==> src/rtl/gs_pkg.sv <==
// Shared definitions for the 16-unknown Gauss-Seidel solver: row sizing, sequencer
// states and the interleaved row order used by the sequencer and the b/x stores.
package gs_pkg;

  localparam int N_ROWS = 16;
  localparam int ROW_W  = 4;

  typedef enum logic [2:0] {
    ST_IDLE,
    ST_LOAD,
    ST_RUN,
    ST_DRAIN,
    ST_OUT
  } gs_state_t;

  // Swapping the index halves spreads consecutive issues across the four row
  // groups, so back-to-back updates never depend on each other's result.
  function automatic logic [ROW_W-1:0] row_of(input logic [ROW_W-1:0] c);
    return {c[1:0], c[3:2]};
  endfunction

endpackage

==> src/rtl/gs_wb_delay.sv <==
// Write-back delay line: carries {valid, row} through DEPTH registers so the
// write-back strobe lines up with the datapath result.
module gs_wb_delay
  import gs_pkg::*;
#(
  parameter int DEPTH = 1
) (
  input  logic             clk,
  input  logic             rst_in,
  input  logic             in_vld,
  input  logic [ROW_W-1:0] in_idx,
  output logic             out_vld,
  output logic [ROW_W-1:0] out_idx
);

  logic [DEPTH-1:0]            vld_pipe;
  logic [DEPTH-1:0][ROW_W-1:0] idx_pipe;

  always_ff @(posedge clk or posedge rst_in) begin
    if (rst_in) begin
      vld_pipe <= '0;
      idx_pipe <= '0;
    end else begin
      vld_pipe[0] <= in_vld;
      idx_pipe[0] <= in_idx;
      for (int i = 1; i < DEPTH; i++) begin
        vld_pipe[i] <= vld_pipe[i-1];
        idx_pipe[i] <= idx_pipe[i-1];
      end
    end
  end

  assign out_vld = vld_pipe[DEPTH-1];
  assign out_idx = idx_pipe[DEPTH-1];

endmodule

==> src/rtl/gs_sweep_sequencer.sv <==
// Gauss-Seidel sweep sequencer: counts the b load, issues interleaved rows for a
// fixed or converged number of sweeps, drains the datapath, then streams x out.
module gs_sweep_sequencer
  import gs_pkg::*;
#(
  parameter int MAX_SWEEP = 70,
  parameter int PIPE_LAT  = 1,
  parameter int SWEEP_W   = 8
) (
  input  logic               clk,
  input  logic               rst_in,
  input  logic               in_en,
  input  logic               conv_in,
  output logic               b_shift,
  output logic               cu_issue,
  output logic [ROW_W-1:0]   row_idx,
  output logic               wb_en,
  output logic [ROW_W-1:0]   wb_idx,
  output logic               out_valid,
  output logic [ROW_W-1:0]   out_idx,
  output logic [SWEEP_W-1:0] sweep_cnt,
  output logic               busy
);

  localparam logic [ROW_W-1:0]   LAST_ROW    = ROW_W'(N_ROWS - 1);
  localparam logic [1:0]         DRAIN_LAST  = 2'(PIPE_LAT - 1);
  localparam logic [SWEEP_W-1:0] SWEEP_LIMIT = SWEEP_W'(MAX_SWEEP);

  gs_state_t          state;
  logic [ROW_W-1:0]   ld_cnt;
  logic [ROW_W-1:0]   iss_cnt;
  logic [ROW_W-1:0]   out_cnt;
  logic [1:0]         dr_cnt;
  logic [SWEEP_W-1:0] sweep_nxt;
  logic               accept;

  assign sweep_nxt = sweep_cnt + 1'b1;
  assign accept    = in_en && (state == ST_IDLE || state == ST_LOAD);

  always_ff @(posedge clk or posedge rst_in) begin
    if (rst_in) begin
      state     <= ST_IDLE;
      ld_cnt    <= '0;
      iss_cnt   <= '0;
      out_cnt   <= '0;
      dr_cnt    <= '0;
      sweep_cnt <= '0;
    end else begin
      case (state)
        ST_IDLE: if (in_en) begin
          // the accepting word is load word 0
          state     <= ST_LOAD;
          ld_cnt    <= ROW_W'(1);
          sweep_cnt <= '0;
        end
        ST_LOAD: if (in_en) begin
          ld_cnt <= ld_cnt + 1'b1;
          if (ld_cnt == LAST_ROW) state <= ST_RUN;
        end
        ST_RUN: begin
          iss_cnt <= iss_cnt + 1'b1;
          if (iss_cnt == LAST_ROW) begin
            sweep_cnt <= sweep_nxt;
            if (sweep_nxt == SWEEP_LIMIT || conv_in) state <= ST_DRAIN;
          end
        end
        ST_DRAIN: begin
          if (dr_cnt == DRAIN_LAST) begin
            dr_cnt <= '0;
            state  <= ST_OUT;
          end else begin
            dr_cnt <= dr_cnt + 1'b1;
          end
        end
        ST_OUT: begin
          out_cnt <= out_cnt + 1'b1;
          if (out_cnt == LAST_ROW) state <= ST_IDLE;
        end
        default: state <= ST_IDLE;
      endcase
    end
  end

  assign cu_issue  = (state == ST_RUN);
  assign row_idx   = row_of(iss_cnt);
  assign out_valid = (state == ST_OUT);
  assign out_idx   = out_cnt;
  assign busy      = (state != ST_IDLE);
  // gated so a word held on in_en during reset never strobes the b store
  assign b_shift   = !rst_in && (accept || cu_issue);

  gs_wb_delay #(.DEPTH(PIPE_LAT)) u_wb_delay (
    .clk     (clk),
    .rst_in  (rst_in),
    .in_vld  (cu_issue),
    .in_idx  (row_idx),
    .out_vld (wb_en),
    .out_idx (wb_idx)
  );

endmodule
==> config.mk <==
export PLATFORM = sky130hd
export DESIGN_NAME = gs_sweep_sequencer
export DESIGN_NICKNAME = d
export VERILOG_FILES = /design/src/rtl/gs_pkg.sv /design/src/rtl/gs_wb_delay.sv /design/src/rtl/gs_sweep_sequencer.sv
export SDC_FILE = /design/constraint.sdc
export NUM_CORES = 1
export LEC_CHECK = 0
export ABC_AREA = 1
export ABC_CLOCK_PERIOD_IN_PS = 1600
export CAP_MARGIN = 15
export CELL_PAD_IN_SITES_DETAIL_PLACEMENT = 0
export CELL_PAD_IN_SITES_GLOBAL_PLACEMENT = 1
export CORE_ASPECT_RATIO = 0.6
export CORE_MARGIN = 2
export CORE_UTILIZATION = 40
export CTS_BUF_LIST = sky130_fd_sc_hd__clkbuf_8
export CTS_CLUSTER_SIZE = 10
export DETAILED_ROUTE_END_ITERATION = 16
export PLACE_DENSITY = 0.81
export SYNTH_ARGS = -nofsm -noshare
export SYNTH_HDL_FRONTEND = slang
export SYNTH_HIERARCHICAL = 1
export SYNTH_SLANG_ARGS = --single-unit
==> constraint.sdc <==
create_clock -name clk -period 1.6 [get_ports clk]
set_input_delay 0.32 -clock clk [delete_from_list [all_inputs] [get_ports clk]]
set_output_delay 0.32 -clock clk [all_outputs]
set_load 0.02 [all_outputs]
# Yosys cells after proc, flatten, opt, wreduce, memory -nomap -nowiden
# Cells that the tools add are included.
word_totals:
  out_inout_bits: 25
  word_cells: 57
  ff_bits: 30
  inputBits: 4
classes:
  n_addsub: 5
  n_eq_ne: 15
  muxes: 15
  reduce_logical: 14
op_table:
  columns: ["op", "count"]
  rows:
  - ["3-bit two-way mux", 7]
  - ["8-bit two-way mux", 2]
  - ["8-bit case mux with 2 select lines", 1]
  - ["3-bit case mux with 5 select lines", 1]
  - ["4-bit by 1-bit adder with 4-bit output, second input constant", 3]
  - ["4-bit == test, second input constant", 3]
  - ["8-bit by 1-bit adder with 8-bit output, second input constant", 1]
  - ["8-bit by 7-bit == test with 1-bit output, second input constant", 1]
  - ["4-bit two-way mux", 2]
  - ["2-bit by 1-bit inequality test with 1-bit output, second input constant", 4]
  - ["4-bit case mux with 2 select lines", 1]
  - ["7-bit AND reduction", 1]
  - ["3-bit by 2-bit == test with 1-bit output, second input constant", 2]
  - ["2-bit inequality test, second input constant", 3]
  - ["3-bit AND reduction", 2]
  - ["2-bit nonzero test", 2]
  - ["3-bit by 1-bit == test with 1-bit output, second input constant", 1]
  - ["3-bit == test, second input constant", 1]
  - ["3-bit logical NOT", 1]
  - ["1-bit logical OR", 3]
  - ["3-bit nonzero test", 1]
  - ["2-bit by 1-bit adder with 2-bit output, second input constant", 1]
  - ["1-bit logical AND", 2]
  - ["2-bit logical NOT", 1]
  - ["2 further kinds", 2]

# Longest topological paths before layout
depth:
  depth_word: 6
  ltp_mapped: 13
  ltp_nobuf: 13

# Modules after synthesis
# Netlist, hierarchy kept.
modules_own_cells:
  columns: ["module", "seq_area_each_um2", "n_inst", "area_per_inst_um2", "cells_each"]
  rows:
  - ["gs_sweep_sequencer", 625.6, 1, 1407.6, 170]
  - ["gs_wb_delay", 125.1, 1, 128.9, 6]

# Worst setup path before layout
# Ideal clock, no wire load.
synth_path:
  kind: "reg-to-output"
  startpoint: "reg state[2]"
  endpoint: "out b_shift"
  path_stages_with_launch: 8
  required_ps: 1280
  setup_slack_ps: -107
  path_buffers: 0
  arrival_ps: 1387
  path_cell_list: "dfrtp_1 nor2_2 nand2_2 nand2_2 inv_2 nor2_2 inv_2 a21oi_1"
synth_via:
  elab_chain_cells: 5
  elab_cells_between_ends: 7
  classes_between: "eq/ne (2); reduce/logical (5)"
synth_rtl:
  columns: ["element", "line_no", "source"]
  rows:
  - ["start: declaration", "gs_sweep_sequencer.sv:29", "gs_state_t state;"]
  - ["start signal: assignment", "gs_sweep_sequencer.sv:42", "state <= ST_IDLE;"]
  - ["start signal: assignment", "gs_sweep_sequencer.sv:52", "state <= ST_LOAD;"]
  - ["start signal: assignment", "gs_sweep_sequencer.sv:58", "if (ld_cnt == LAST_ROW) state <= ST_RUN;"]
  - ["3-bit by 1-bit == test with 1-bit output / 3-bit logical NOT (equally long branches)", "gs_sweep_sequencer.sv:38", "assign accept = in_en && (state == ST_IDLE || state == ST_LOAD);"]
  - ["1-bit logical OR", "gs_sweep_sequencer.sv:38", null]
  - ["1-bit logical AND", "gs_sweep_sequencer.sv:38", null]
  - ["1-bit logical OR (*)", "gs_sweep_sequencer.sv:90", "assign b_shift = !rst_in && (accept || cu_issue);"]
  - ["1-bit logical AND (*)", "gs_sweep_sequencer.sv:90", null]
  - ["end: declaration", "gs_sweep_sequencer.sv:14", "output logic b_shift,"]
# Every way passes the cells marked *; elsewhere a longest branch is shown, timed or not.

# Worst setup path in the final report
layout_path:
  startpoint: "reg state[0]"
  endpoint: "out b_shift"
# The elaborated chain is that of the path after synthesis.

==> flow_results.xml <==
<?xml version="1.0" encoding="UTF-8"?>
<metrics>
  <group name="outcome">
    <metric name="run_status" unit="">complete, but fails checks</metric>
    <metric name="violated_checks" unit="">negative setup slack</metric>
  </group>
  <group name="synth">
    <metric name="netlist_top_cells_area" unit="">sky130_fd_sc_hd__dfrtp_1 49%, sky130_fd_sc_hd__nand2_1 10%, sky130_fd_sc_hd__ha_1 5.7%</metric>
    <metric name="main_synth_ff_type" unit="">sky130_fd_sc_hd__dfrtp_1</metric>
    <metric name="synth.yosys.warnings" unit="">6</metric>
    <metric name="synth-xor-area-share" unit="%">3.99</metric>
    <metric name="post_synth_num_cell_types" unit="">25</metric>
    <metric name="post_synth.cell_area_avg" unit="um2">8.73</metric>
    <metric name="synth.largest_area_cell" unit="">sky130_fd_sc_hd__dfrtp_1</metric>
    <metric name="syn_nets" unit="">187</metric>
    <metric name="synth.cell_area" unit="um2">1540</metric>
    <metric name="synth-seq-cells" unit="">30</metric>
    <metric name="synth_seq_area_share" unit="%">48.9</metric>
    <metric name="muxShareOfSynthArea" unit="%">0</metric>
    <metric name="ys_async_rst_share" unit="%">100</metric>
    <metric name="yosys.area_share.adder" unit="%">5.70</metric>
    <metric name="synthDominantCellAreaShare" unit="%">48.9</metric>
    <metric name="largest_family_of_logic_cells_by_synthesized_area" unit="">simple AND/OR/NAND/NOR gates</metric>
    <metric name="synth_compound_gate_area_share" unit="%">7.00</metric>
    <metric name="synth_simple_gate_area_share" unit="%">27.1</metric>
    <metric name="post-synth-top-count-cell" unit="">sky130_fd_sc_hd__nand2_1</metric>
    <metric name="synth_cells" unit="">176</metric>
    <metric name="synth.cells.most_frequent" unit="">42 x sky130_fd_sc_hd__nand2_1, 30 x sky130_fd_sc_hd__dfrtp_1, 21 x sky130_fd_sc_hd__inv_1</metric>
    <metric name="post_synth_edffs" unit="">0</metric>
  </group>
  <group name="critical_path">
    <metric name="wp_data_required" unit="ns">1.28</metric>
    <metric name="worst_setup_path_end_kind" unit="">output pin</metric>
    <metric name="critPathMaxFanout" unit="">2</metric>
    <metric name="critPathArrivalTime" unit="ns">1.43</metric>
    <metric name="critical_path.startpoint_type" unit="">register</metric>
    <metric name="kind_of_critical_path" unit="">reg2out</metric>
  </group>
  <group name="global_route">
    <metric name="global_route.usage.total" unit="%">18.9</metric>
    <metric name="grt_max_degree" unit="">17</metric>
    <metric name="antenna_found_initial" unit="">0</metric>
    <metric name="overflow" unit="">0</metric>
    <metric name="first_pass_grt_wire_length" unit="um">6180</metric>
    <metric name="grt_pass1_vias" unit="">1315</metric>
  </group>
  <group name="sta">
    <metric name="number_of_setup_violations_in_the_final_report" unit="">5</metric>
    <metric name="final_max_slew_violation_count" unit="">0</metric>
    <metric name="finalSetupTns" unit="ns">-0.303</metric>
    <metric name="final.setup.worst_slack" unit="ns">-0.153</metric>
    <metric name="timing.slew.headroom" unit="%">80.5</metric>
    <metric name="rsz_0062_raised_after_global_routing" unit="">yes</metric>
    <metric name="maximum_clock_frequency" unit="MHz">570</metric>
    <metric name="post-route-period-util" unit="%">110</metric>
    <metric name="timing.final.hold_violations" unit="">0</metric>
    <metric name="timing.final.crit_period" unit="ns">1.75</metric>
    <metric name="clock-skew-final" unit="ns">0.00732</metric>
    <metric name="tightestPinTransition" unit="ns">0.291</metric>
  </group>
  <group name="clocking">
    <metric name="cts_root_buffer" unit="">sky130_fd_sc_hd__clkbuf_8</metric>
    <metric name="cts.sink_count" unit="">30</metric>
    <metric name="htreeDepth" unit="">2</metric>
    <metric name="clk_pin_slew" unit="ns">0.07</metric>
    <metric name="number_of_cts_inserted_buffers" unit="">5</metric>
    <metric name="clk_latency" unit="ns">0.29</metric>
    <metric name="cts_tree" unit="">yes</metric>
    <metric name="clk_path_buf_depth" unit="">2</metric>
  </group>
  <group name="layout">
    <metric name="final_core_utilization" unit="%">66.4</metric>
    <metric name="net_count_reported_at_finish" unit="">261</metric>
    <metric name="area_growth_syn_to_layout" unit="%">59.0</metric>
    <metric name="final_layout_size_suffix_gt1_share" unit="%">39.8</metric>
    <metric name="antenna_cells" unit="">0</metric>
  </group>
  <group name="floorplanning">
    <metric name="die-area" unit="um2">4370</metric>
    <metric name="floorplan.core_area" unit="um2">3680</metric>
    <metric name="die_x_extent" unit="um">84.0</metric>
    <metric name="floorplan.initialDensity" unit="%">41.8</metric>
    <metric name="placement_rows" unit="">17</metric>
    <metric name="num_io_pins" unit="">29</metric>
    <metric name="dieHeight" unit="um">52.0</metric>
  </group>
  <group name="placement">
    <metric name="port_buffers" unit="">28</metric>
    <metric name="gp_congestion" unit="">0.884</metric>
    <metric name="dp.final_hpwl" unit="um">2800</metric>
  </group>
  <group name="routing">
    <metric name="remaining_drc_errors" unit="">0</metric>
    <metric name="postRouteWirelength" unit="um">3990</metric>
    <metric name="initial_drc_count" unit="">55</metric>
    <metric name="detail_route.vias_per_cell" unit="">4.70</metric>
    <metric name="vias" unit="">1401</metric>
    <metric name="drt_wl_cell" unit="um">13.4</metric>
    <metric name="first_pass_iters" unit="">4</metric>
    <metric name="antenna_left" unit="">0</metric>
  </group>
  <group name="pwr">
    <metric name="p_total" unit="W">0.00416</metric>
    <metric name="vdd.ir_drop.worst" unit="uV">1260</metric>
    <metric name="p_leak" unit="nW">1.24</metric>
    <metric name="power_density" unit="nW/um2">1700</metric>
  </group>
  <group name="job">
    <metric name="maxCapViolations" unit="">0</metric>
  </group>
  <group name="min_path">
    <metric name="min_path_type" unit="">in2async</metric>
  </group>
</metrics>
[flip-flops by register name (all words and copies together), names as in the netlist]
register and count:
ld_cnt 4, state 3, u_wb_delay/out_vld 1, iss_cnt 4
out_idx 4, dr_cnt 2, u_wb_delay/out_idx 4, sweep_cnt 8
[area by class of cell]
cell class / instances / area [um2]
clock buffer: 6 / 82.6
multi-input combinational: 116 / 806
tap: 47 / 58.8
inverter: 30 / 120
clock inverter: 2 / 33.8
timing repair buffer: 67 / 587
fill: 295 / 1240
sequential: 30 / 756
[metal layers]
layer | routed length, um | global-route usage, % | up-vias | share of wire [%]
li1 | - | - | 706 | -
met1 | 1900 | 25.2 | 663 | 48
met2 | 1880 | 29.2 | 25 | 47
met3 | 144 | 5.71 | 7 | 3.6
met4 | 61 | 7.26 | 0 | 1.5
met5 | 0 | 0 | - | 0
[cells in the final DEF (no fill, tap or decap), types with 6 or more instances in the layout]
cell type                         instances
sky130_fd_sc_hd__buf_4                   33
sky130_fd_sc_hd__buf_6                   11
sky130_fd_sc_hd__clkbuf_8                 6
sky130_fd_sc_hd__clkdlybuf4s50_1          8
sky130_fd_sc_hd__dfrtp_1                 26
sky130_fd_sc_hd__dlygate4sd2_1           14
sky130_fd_sc_hd__inv_1                   19
sky130_fd_sc_hd__inv_2                    9
sky130_fd_sc_hd__nand2_1                 36
sky130_fd_sc_hd__nand3_1                  9
sky130_fd_sc_hd__nand3_2                  7
sky130_fd_sc_hd__o21ai_1                  7
[final timing paths]
check,cells past startpoint,start,to,slack (ns)
setup / recovery,7,state[0],b_shift,-0.15
hold reg to reg,0,iss_cnt[3],u_wb_delay/out_idx[1],0.48
hold / removal,3,rst_in,u_wb_delay/out_vld,0.41
min in group clk,0,iss_cnt[3],u_wb_delay/out_idx[1],0.48
max in group asynchronous,4,rst_in,sweep_cnt[4],0.84
setup reg to reg,10,sweep_cnt[0],state[1],-0.05
[worst max-delay path, cell delays in order, from the launching register on]
cell                      delay [ns]
sky130_fd_sc_hd__dfrtp_1        0.40
sky130_fd_sc_hd__nor2_2         0.16
sky130_fd_sc_hd__buf_4          0.14
sky130_fd_sc_hd__inv_2          0.04
sky130_fd_sc_hd__nor2_4         0.08
sky130_fd_sc_hd__inv_2          0.05
sky130_fd_sc_hd__a21oi_2        0.12
sky130_fd_sc_hd__buf_4          0.15
[per-stage QoR]
| step | cells | setup WS, ns | hold slack (ns) | area [um2] |
|---|---|---|---|---|
| after global routing | 298 | -0.211 | 0.427 | 2440 |
| final | 298 | -0.153 | 0.408 | 2440 |
| after floorplan | 176 | -0.00678 | 0.0985 | 1540 |
| after detailed placement | 282 | -0.518 | 0.445 | 2110 |
| after global placement | 282 | -0.534 | 0.443 | 2110 |
| after CTS | 293 | -0.164 | 0.413 | 2260 |
[where the power goes]
part | switching [W] | internal [W]
clock | 0.000289 | 0.000501
sequential | 0.000189 | 0.000987
combinational | 0.00115 | 0.00105
total | 0.00162 | 0.00253
[repair_timing]
| action | CTS | global route |
|---|---|---|
| pin swaps | 7 | 23 |
| hold buffers | 0 | 0 |
| setup buffers | 3 | 6 |
| gates cloned | 0 | 0 |
| resized for setup | 48 | 37 |
| setup endpoints to repair | 22 | 12 |
[cell families after synthesis]
kind of cell,Yosys count
XOR/XNOR,7
AND/OR/NAND/NOR,83
AO/OA/AOI/OAI,19
buffers and inverters,30
adder cells (fa/ha/maj),7
flip-flops,30
No activity file was read; power rests on OpenSTA's default activity.
